**config.mk**
```make
export PLATFORM = sky130hd
export DESIGN_NAME = dpram_port_arbiter_flat
export DESIGN_NICKNAME = d
export VERILOG_FILES = /design/src/rtl/dpram_port_arbiter_if.sv /design/src/rtl/dpram_port_arbiter.sv /design/src/flat_wrapper.sv
export SDC_FILE = /design/constraint.sdc
export NUM_CORES = 1
export LEC_CHECK = 0
export BUFFER_PORTS_ARGS = -buffer_cell sky130_fd_sc_hd__buf_2
export CAP_MARGIN = 20
export CORE_MARGIN = 2
export CORE_UTILIZATION = 45
export DETAILED_ROUTE_END_ITERATION = 10
export PLACE_DENSITY = 0.79
export RECOVER_POWER = 100
export SLEW_MARGIN = 20
export SYNTH_ARGS = -nofsm -noshare
export SYNTH_HDL_FRONTEND = slang
export SYNTH_SLANG_ARGS = --single-unit
```
**constraint.sdc**
```tcl
create_clock -name clock -period 2.6 [get_ports clock]
set_input_delay 0.26 -clock clock [delete_from_list [all_inputs] [get_ports clock]]
set_output_delay 0.26 -clock clock [all_outputs]
set_load 0.02 [all_outputs]
```
**src/rtl/dpram_port_arbiter_if.sv**
```systemverilog
// Requester-side handshake bundle for dpram_port_arbiter: two req/ack channels
// carrying one RAM access each.
interface dpram_port_arbiter_if #(
    parameter int addr_width_g = 10,
    parameter int data_width_g = 8
);
    logic                    req0;
    logic                    req1;
    logic                    we0;
    logic                    we1;
    logic [addr_width_g-1:0] addr0;
    logic [addr_width_g-1:0] addr1;
    logic [data_width_g-1:0] wdata0;
    logic [data_width_g-1:0] wdata1;
    logic                    ack0;
    logic                    ack1;
    logic [data_width_g-1:0] rdata0;
    logic [data_width_g-1:0] rdata1;

    modport master (
        output req0, req1, we0, we1, addr0, addr1, wdata0, wdata1,
        input  ack0, ack1, rdata0, rdata1
    );

    modport slave (
        input  req0, req1, we0, we1, addr0, addr1, wdata0, wdata1,
        output ack0, ack1, rdata0, rdata1
    );
endinterface

```
**src/rtl/dpram_port_arbiter.sv**
```systemverilog
// Shares one registered-output RAM port between two req/ack requesters,
// one access per grant (IDLE -> ISSUE -> CAPTURE -> ACK).
module dpram_port_arbiter #(
    parameter int addr_width_g = 10,
    parameter int data_width_g = 8,
    parameter int fixed_prio_g = 0
) (
    input  logic                    clock,
    input  logic                    reset_n,
    dpram_port_arbiter_if.slave     bus,
    output logic                    busy,
    output logic [addr_width_g-1:0] ram_address,
    output logic [data_width_g-1:0] ram_data,
    output logic                    ram_wren,
    input  logic [data_width_g-1:0] ram_q
);

    typedef enum logic [1:0] {
        ST_IDLE,
        ST_ISSUE,
        ST_CAPTURE,
        ST_ACK
    } state_t;

    state_t                  state_q, state_d;
    logic                    grant_q, grant_d;
    logic                    last_grant_q, last_grant_d;
    logic [addr_width_g-1:0] ram_address_q, ram_address_d;
    logic [data_width_g-1:0] ram_data_q, ram_data_d;
    logic                    ram_wren_q, ram_wren_d;
    logic                    ack0_q, ack0_d;
    logic                    ack1_q, ack1_d;
    logic [data_width_g-1:0] rdata0_q, rdata0_d;
    logic [data_width_g-1:0] rdata1_q, rdata1_d;
    logic                    win;

    always_ff @(posedge clock or negedge reset_n) begin
        if (!reset_n) begin
            state_q       <= ST_IDLE;
            grant_q       <= 1'b0;
            last_grant_q  <= 1'b1;
            ram_address_q <= '0;
            ram_data_q    <= '0;
            ram_wren_q    <= 1'b0;
            ack0_q        <= 1'b0;
            ack1_q        <= 1'b0;
            rdata0_q      <= '0;
            rdata1_q      <= '0;
        end else begin
            state_q       <= state_d;
            grant_q       <= grant_d;
            last_grant_q  <= last_grant_d;
            ram_address_q <= ram_address_d;
            ram_data_q    <= ram_data_d;
            ram_wren_q    <= ram_wren_d;
            ack0_q        <= ack0_d;
            ack1_q        <= ack1_d;
            rdata0_q      <= rdata0_d;
            rdata1_q      <= rdata1_d;
        end
    end

    always_comb begin
        state_d       = state_q;
        grant_d       = grant_q;
        last_grant_d  = last_grant_q;
        ram_address_d = ram_address_q;
        ram_data_d    = ram_data_q;
        ram_wren_d    = 1'b0;
        ack0_d        = 1'b0;
        ack1_d        = 1'b0;
        rdata0_d      = rdata0_q;
        rdata1_d      = rdata1_q;
        win           = 1'b0;

        case (state_q)
            ST_IDLE: begin
                if (bus.req0 || bus.req1) begin
                    // On a tie, round-robin favours whoever was not granted last.
                    if (bus.req0 && bus.req1)
                        win = (fixed_prio_g != 0) ? 1'b0 : ~last_grant_q;
                    else
                        win = bus.req1;
                    grant_d       = win;
                    last_grant_d  = win;
                    ram_address_d = win ? bus.addr1  : bus.addr0;
                    ram_data_d    = win ? bus.wdata1 : bus.wdata0;
                    ram_wren_d    = win ? bus.we1    : bus.we0;
                    state_d       = ST_ISSUE;
                end
            end
            ST_ISSUE: begin
                state_d = ST_CAPTURE;
            end
            ST_CAPTURE: begin
                if (grant_q) begin
                    rdata1_d = ram_q;
                    ack1_d   = 1'b1;
                end else begin
                    rdata0_d = ram_q;
                    ack0_d   = 1'b1;
                end
                state_d = ST_ACK;
            end
            ST_ACK: begin
                state_d = ST_IDLE;
            end
            default: begin
                state_d = ST_IDLE;
            end
        endcase
    end

    assign busy        = (state_q != ST_IDLE);
    assign ram_address = ram_address_q;
    assign ram_data    = ram_data_q;
    assign ram_wren    = ram_wren_q;
    assign bus.ack0    = ack0_q;
    assign bus.ack1    = ack1_q;
    assign bus.rdata0  = rdata0_q;
    assign bus.rdata1  = rdata1_q;

endmodule

```
**src/flat_wrapper.sv**
```systemverilog
// flat-port wrapper written by rule: the top's interface ports become plain ports
module dpram_port_arbiter_flat 
#(
    parameter int addr_width_g = 10,
    parameter int data_width_g = 8,
    parameter int fixed_prio_g = 0
)
  (clock, reset_n, busy, ram_address, ram_data, ram_wren, ram_q, bus_req0, bus_req1, bus_we0, bus_we1, bus_addr0, bus_addr1, bus_wdata0, bus_wdata1, bus_ack0, bus_ack1, bus_rdata0, bus_rdata1);
  dpram_port_arbiter_if #(.addr_width_g(addr_width_g), .data_width_g(data_width_g)) bus_i ();
  input  logic clock;
  input  logic reset_n;
  output logic busy;
  output logic [addr_width_g-1:0] ram_address;
  output logic [data_width_g-1:0] ram_data;
  output logic ram_wren;
  input  logic [data_width_g-1:0] ram_q;
  input wire logic [$bits(bus_i.req0)-1:0] bus_req0;
  input wire logic [$bits(bus_i.req1)-1:0] bus_req1;
  input wire logic [$bits(bus_i.we0)-1:0] bus_we0;
  input wire logic [$bits(bus_i.we1)-1:0] bus_we1;
  input wire logic [$bits(bus_i.addr0)-1:0] bus_addr0;
  input wire logic [$bits(bus_i.addr1)-1:0] bus_addr1;
  input wire logic [$bits(bus_i.wdata0)-1:0] bus_wdata0;
  input wire logic [$bits(bus_i.wdata1)-1:0] bus_wdata1;
  output wire logic [$bits(bus_i.ack0)-1:0] bus_ack0;
  output wire logic [$bits(bus_i.ack1)-1:0] bus_ack1;
  output wire logic [$bits(bus_i.rdata0)-1:0] bus_rdata0;
  output wire logic [$bits(bus_i.rdata1)-1:0] bus_rdata1;
  assign bus_i.req0 = bus_req0;
  assign bus_i.req1 = bus_req1;
  assign bus_i.we0 = bus_we0;
  assign bus_i.we1 = bus_we1;
  assign bus_i.addr0 = bus_addr0;
  assign bus_i.addr1 = bus_addr1;
  assign bus_i.wdata0 = bus_wdata0;
  assign bus_i.wdata1 = bus_wdata1;
  assign bus_ack0 = bus_i.ack0;
  assign bus_ack1 = bus_i.ack1;
  assign bus_rdata0 = bus_i.rdata0;
  assign bus_rdata1 = bus_i.rdata1;
  dpram_port_arbiter #(.addr_width_g(addr_width_g), .data_width_g(data_width_g), .fixed_prio_g(fixed_prio_g)) u_core (.clock(clock), .reset_n(reset_n), .bus(bus_i), .busy(busy), .ram_address(ram_address), .ram_data(ram_data), .ram_wren(ram_wren), .ram_q(ram_q));
endmodule
```
# Word level (Yosys, flattened, before mapping)
# Cells that the tools add are included.
[totals]
reg_bits = 41
latch_bits = 0
ramBits = 0
mem_bits_ro = 0
in_bits = 50
wordCells = 37
mem_count = 0
[classes]
n_addsub = 0
multipliers = 0
div = 0
order_cmp = 0
n_eq_ne = 4
shifts = 0
muxes = 14
bitwise = 2
reduce_logical = 7
[ops]
columns = ["operator", "count"]
rows = [
  ["two-way mux 1 bit", 10],
  ["two-way mux 10 bit", 1],
  ["two-way mux 8 bit", 1],
  ["one-hot mux 2 bit (4 select lines)", 1],
  ["AND reduction 2 bit", 3],
  ["== test 2 bit (second input constant)", 2],
  ["== test 2 x 1 -> 1 bit (second input constant)", 1],
  ["zero test 2 bit", 1],
  ["two-way mux 2 bit", 1],
  ["!= test 2 x 1 -> 1 bit (second input constant)", 1],
  ["inverter 1 bit", 2],
  ["nonzero test 2 bit", 1],
  ["logical AND 1 bit", 1],
  ["logical OR 1 bit", 1],
]

# Depth between registers and ports, before layout
[logic_depth]
depth_word = 7
mapped_depth = 7
depth_no_buf = 5

# Worst setup path after synthesis
# OpenSTA, ideal clock, no wires.
[synth_path]
path_type = "register to register"
startpoint = "register u_core.state_q[0]"
endpoint = "register u_core.state_q[1]"
setup_ps = 125
t_arrival_ps = 1332
required_ps = 2475
slack_ps = 1143
stages_incl_launch_ff = 5
n_path_buf = 0
period_less_slack_ps = 1457
cell_sequence = "dfrtp_1 > inv_1 > ha_1 > nor3b_1 > mux2_2"
[synth_between]
elab_chain_len = 2
[synth_lines]
columns = ["item", "line", "rtl"]
rows = [
  ["start: declaration", "dpram_port_arbiter.sv:25", "state_t state_q, state_d;"],
  ["start signal: assignment", "dpram_port_arbiter.sv:50", "state_q <= state_d;"],
  ["== test 2 bit (tied with other cells)", "dpram_port_arbiter.sv:76", "case (state_q)"],
  ["one-hot mux 2 bit (4 select lines) or != test 2 x 1 -> 1 bit (tied branches)", "n/a", ""],
]
# Parallel ways exist; a longest one is shown, timed or not.
# A chain may end at the register's enable or synchronous reset.

# Worst setup path after layout
[layout_path]
startpoint = "register u_core.state_q[1]"
endpoint = "register u_core.ram_address_q[3] (netlist: u_core.ram_address[3])"
[layout_between]
elab_chain_len = 2
[layout_lines]
columns = ["item", "line", "rtl"]
rows = [
  ["zero test 2 bit", "dpram_port_arbiter.sv:76", ""],
  ["AND reduction 2 bit (no source line)", "n/a", ""],
  ["end signal: assignment", "dpram_port_arbiter.sv:53", "ram_address_q <= ram_address_d;"],
  ["end: declaration", "dpram_port_arbiter.sv:28", "logic [addr_width_g-1:0] ram_address_q, ram_address_d;"],
]
# No other way between the ends.

==> impl_metrics.csv <==
group,metric,value,unit
global_route,grt_max_degree,42,
critical_path,timing.rr.start,"u_core.state_q[1]$_DFFE_PN0P_",
outcome,status,"completed",
synthesis,yosys_warnings,0,
floorplan,rows,22,
place,io_buffers,87,
floorplan,start_util,0.473,
critical_path,crit_arrival,2.06,ns
critical_path,required,2.81,ns
place,hpwl,2910,um
synthesis,postSynthNetCount,215,
timing,slew_headroom,0.386,
power_and_ir_drop,p_total,0.00301,W
critical_path,cp_max_fo,20,
clock_tree,clk_pin_slew_worst_paths,0.07,ns
power_and_ir_drop,switching_share,0.419,
power_and_ir_drop,ir_worst_vdd,678,uV
synthesis,avgSynthCellArea,10.8,um2
timing,fmax,542,MHz
place,gp_congestion,0.799,
global_route,grt_overflow,0,
critical_path,worstSetupStartpointType,"register",
clock_tree,postCtsSetupBuffers,0,
timing,fin_crit_sh,0.710,
synthesis,yosysSeqAreaShare,0.589,
critical_path,rr_endpoint,"u_core.ram_address[3]$_DFFE_PN0P_",
detailed_routing,ant_nets,0,
layout,final_common_cell,"buf_2",
power_and_ir_drop,cellPowerDensity,1330,nW/um2
floorplan,core,3690,um2
clock_tree,cts_resized,0,
global_route,antenna_found_initial,0,
timing,clock_skew,0.00440,ns
critical_path,crit_chain,"inv_1, ha_1, o21ai_0, clkbuf_1, a21oi_1, a21oi_1",
clock_tree,htree_levels,2,
timing,tightest_slew,0.920,ns
critical_path,critical-path-max-stage-delay,0.71,ns
layout,final_cell_mix,"buf_2, clkbuf_1, dfrtp_1",
clock_tree,cts.sinks,41,
detailed_routing,drc_errors,0,
power_and_ir_drop,seqPwrFrac,0.377,
layout,antenna_cells,0,
floorplan,ioPinCount,88,
critical_path,cp_num_buf_inv,2,
critical_path,crit_path_top_delay_cell,"clkbuf_1",
synthesis,syn_inst,162,
synthesis,synth_area,1740,um2
layout,area_growth_syn_to_layout,29.6,%
critical_path,criticalPathCategory,"register to register",
global_route,grt_pass1_wl,6640,um
global_route,grt_pass1_vias,1507,
critical_path,reg2reg_depth,6,
critical_path,ff2ff_setup_slack,0.75,ns
power_and_ir_drop,p_sw,0.00126,W
power_and_ir_drop,leakage,1.08,nW
timing,worst_slack,0.754,ns
synthesis,synth_cell_types,19,
floorplan,die_height,66.2,um
clock_tree,cts_tree,"built",
critical_path,worst_setup_path_end_kind,"register",
floorplan,dieArea,4390,um2
power_and_ir_drop,pwr-share-comb,0.450,
power_and_ir_drop,internal-power,0.00175,W
job,cap_violations,0,
timing,final.setup.tns,0,ns
detailed_routing,drt_iter0_markers,104,
detailed_routing,dr.pass1.iters,4,
worst_hold_path,min_path_type,"input pin to asynchronous set/reset pin",
critical_path,cp_common_cell,"a21oi_1",
timing,setup_violations,0,
clock_tree,cts-root-buf,"clkbuf_8",
floorplan,die_x,66.2,um
power_and_ir_drop,clockPowerShare,0.173,
detailed_routing,wire_per_inst,13.6,um
timing,period_needed,1.85,ns
detailed_routing,route.vias.total,1496,
layout,finalNetCount,302,
timing,report.final.slew_viol_count,0,
layout,layout-drive-gt1-share,0.304,
detailed_routing,viasPerCell,5.02,
critical_path,path_delay_family,"buffers and inverters",
place,dp_slack,0.971,ns
clock_tree,clockBufferDepth,2,
clock_tree,ctsHoldBuffers,0,
synthesis,ys_ff_latch,41,
timing,hold_viol,0,
clock_tree,clk_latency,0.29,ns
global_route,grt.total_usage,0.200,
detailed_routing,wl,4060,um
timing,rsz0062_at_grt,"no",
clock_tree,cts_buffers,5,
power groups by stage:
| stage | combinational, W | clock [W] | sequential, W |
|---|---|---|---|
| floorplan | 0.000630 | 0 | 0.00148 |
| global placement | 0.00141 | 0 | 0.00113 |
| detailed placement | 0.00145 | 0 | 0.00114 |
| CTS | 0.00146 | 0.000528 | 0.00113 |
| global route | 0.00148 | 0.000569 | 0.00117 |
| finish | 0.00136 | 0.000521 | 0.00113 |
cells by family after synthesis:
| logic type | after synthesis | synth area share |
|---|---|---|
| AO/OA/AOI/OAI | 45 | 0.142 |
| adder cells (fa/ha/maj) | 3 | 0.0215 |
| buffers and inverters | 13 | 0.0402 |
| flip-flops | 41 | 0.589 |
| multiplexers | 17 | 0.110 |
| AND/OR/NAND/NOR | 43 | 0.0969 |
sequential cells by signal, indices dropped and copies added (netlist names), 2 cells and up:
register            count
u_core.state_q          2
u_core.ram_address     10
u_core.bus.rdata1       8
u_core.bus.rdata0       8
u_core.ram_data         8
metrics by stage:
step / hold WS [ns] / area (um2) / util / cells
after floorplan: -0.0356 / 1740 / - / 162
after global placement: 0.424 / 2190 / 0.595 / 290
after detailed placement: 0.426 / 2190 / 0.595 / 290
after CTS: 0.114 / 2310 / 0.627 / 298
after global routing: 0.155 / 2260 / 0.613 / 298
final: 0.0864 / 2260 / 0.613 / 298
Yosys cell counts:
cell type	instances	share of area
dfstp_2	1	0.015
nor2_1	18	0.039
a31oi_1	1	0.0036
mux2_2	17	0.11
inv_1	5	0.011
buf_2	5	0.014
ha_1	3	0.022
a21bo_2	1	0.0057
nor3b_1	1	0.0043
a21boi_4	1	0.011
nand2_1	22	0.047
dfrtp_1	40	0.57
nand2b_1	1	0.0036
o21ai_0	2	0.0057
o21a_1	1	0.0043
nor3_1	1	0.0029
buf_4	2	0.0086
buf_6	1	0.0065
a21oi_1	39	0.11
worst max path at each step:
stage / startpoint / endpoint / slack (ns) / depth (start not counted)
final: u_core.state_q[1]$_DFFE_PN0P_ / u_core.ram_address[3]$_DFFE_PN0P_ / 0.75 / 6
after global routing: u_core.state_q[1]$_DFFE_PN0P_ / u_core.ram_address[6]$_DFFE_PN0P_ / 0.55 / 6
after CTS: u_core.state_q[0]$_DFFE_PN0P_ / u_core.ram_address[4]$_DFFE_PN0P_ / 0.94 / 5
after detailed placement: u_core.state_q[0]$_DFFE_PN0P_ / u_core.ram_address[4]$_DFFE_PN0P_ / 0.97 / 5
after global placement: u_core.state_q[0]$_DFFE_PN0P_ / u_core.state_q[1]$_DFFE_PN0P_ / 1.07 / 4
after floorplan: u_core.state_q[0]$_DFFE_PN0P_ / u_core.state_q[1]$_DFFE_PN0P_ / 1.14 / 4
layout make-up:
cell class              instances  area, um2
well taps                      48       60.1
repair buffers                 88        392
multi-input cells             108        646
clock inverters                 1       30.0
flip-flops and latches         41       1030
inverters                       5       18.8
fillers                       356       1430
clock buffers                   7       86.3
metal layers:
layer | track usage | up-vias | routed length, um
li1 | - | 713 | -
met1 | 0.254 | 716 | 1640
met2 | 0.326 | 56 | 2060
met3 | 0.0528 | 11 | 256
met4 | 0.0740 | 0 | 103
met5 | 0 | - | 0
(Power assumes the default switching activity.)
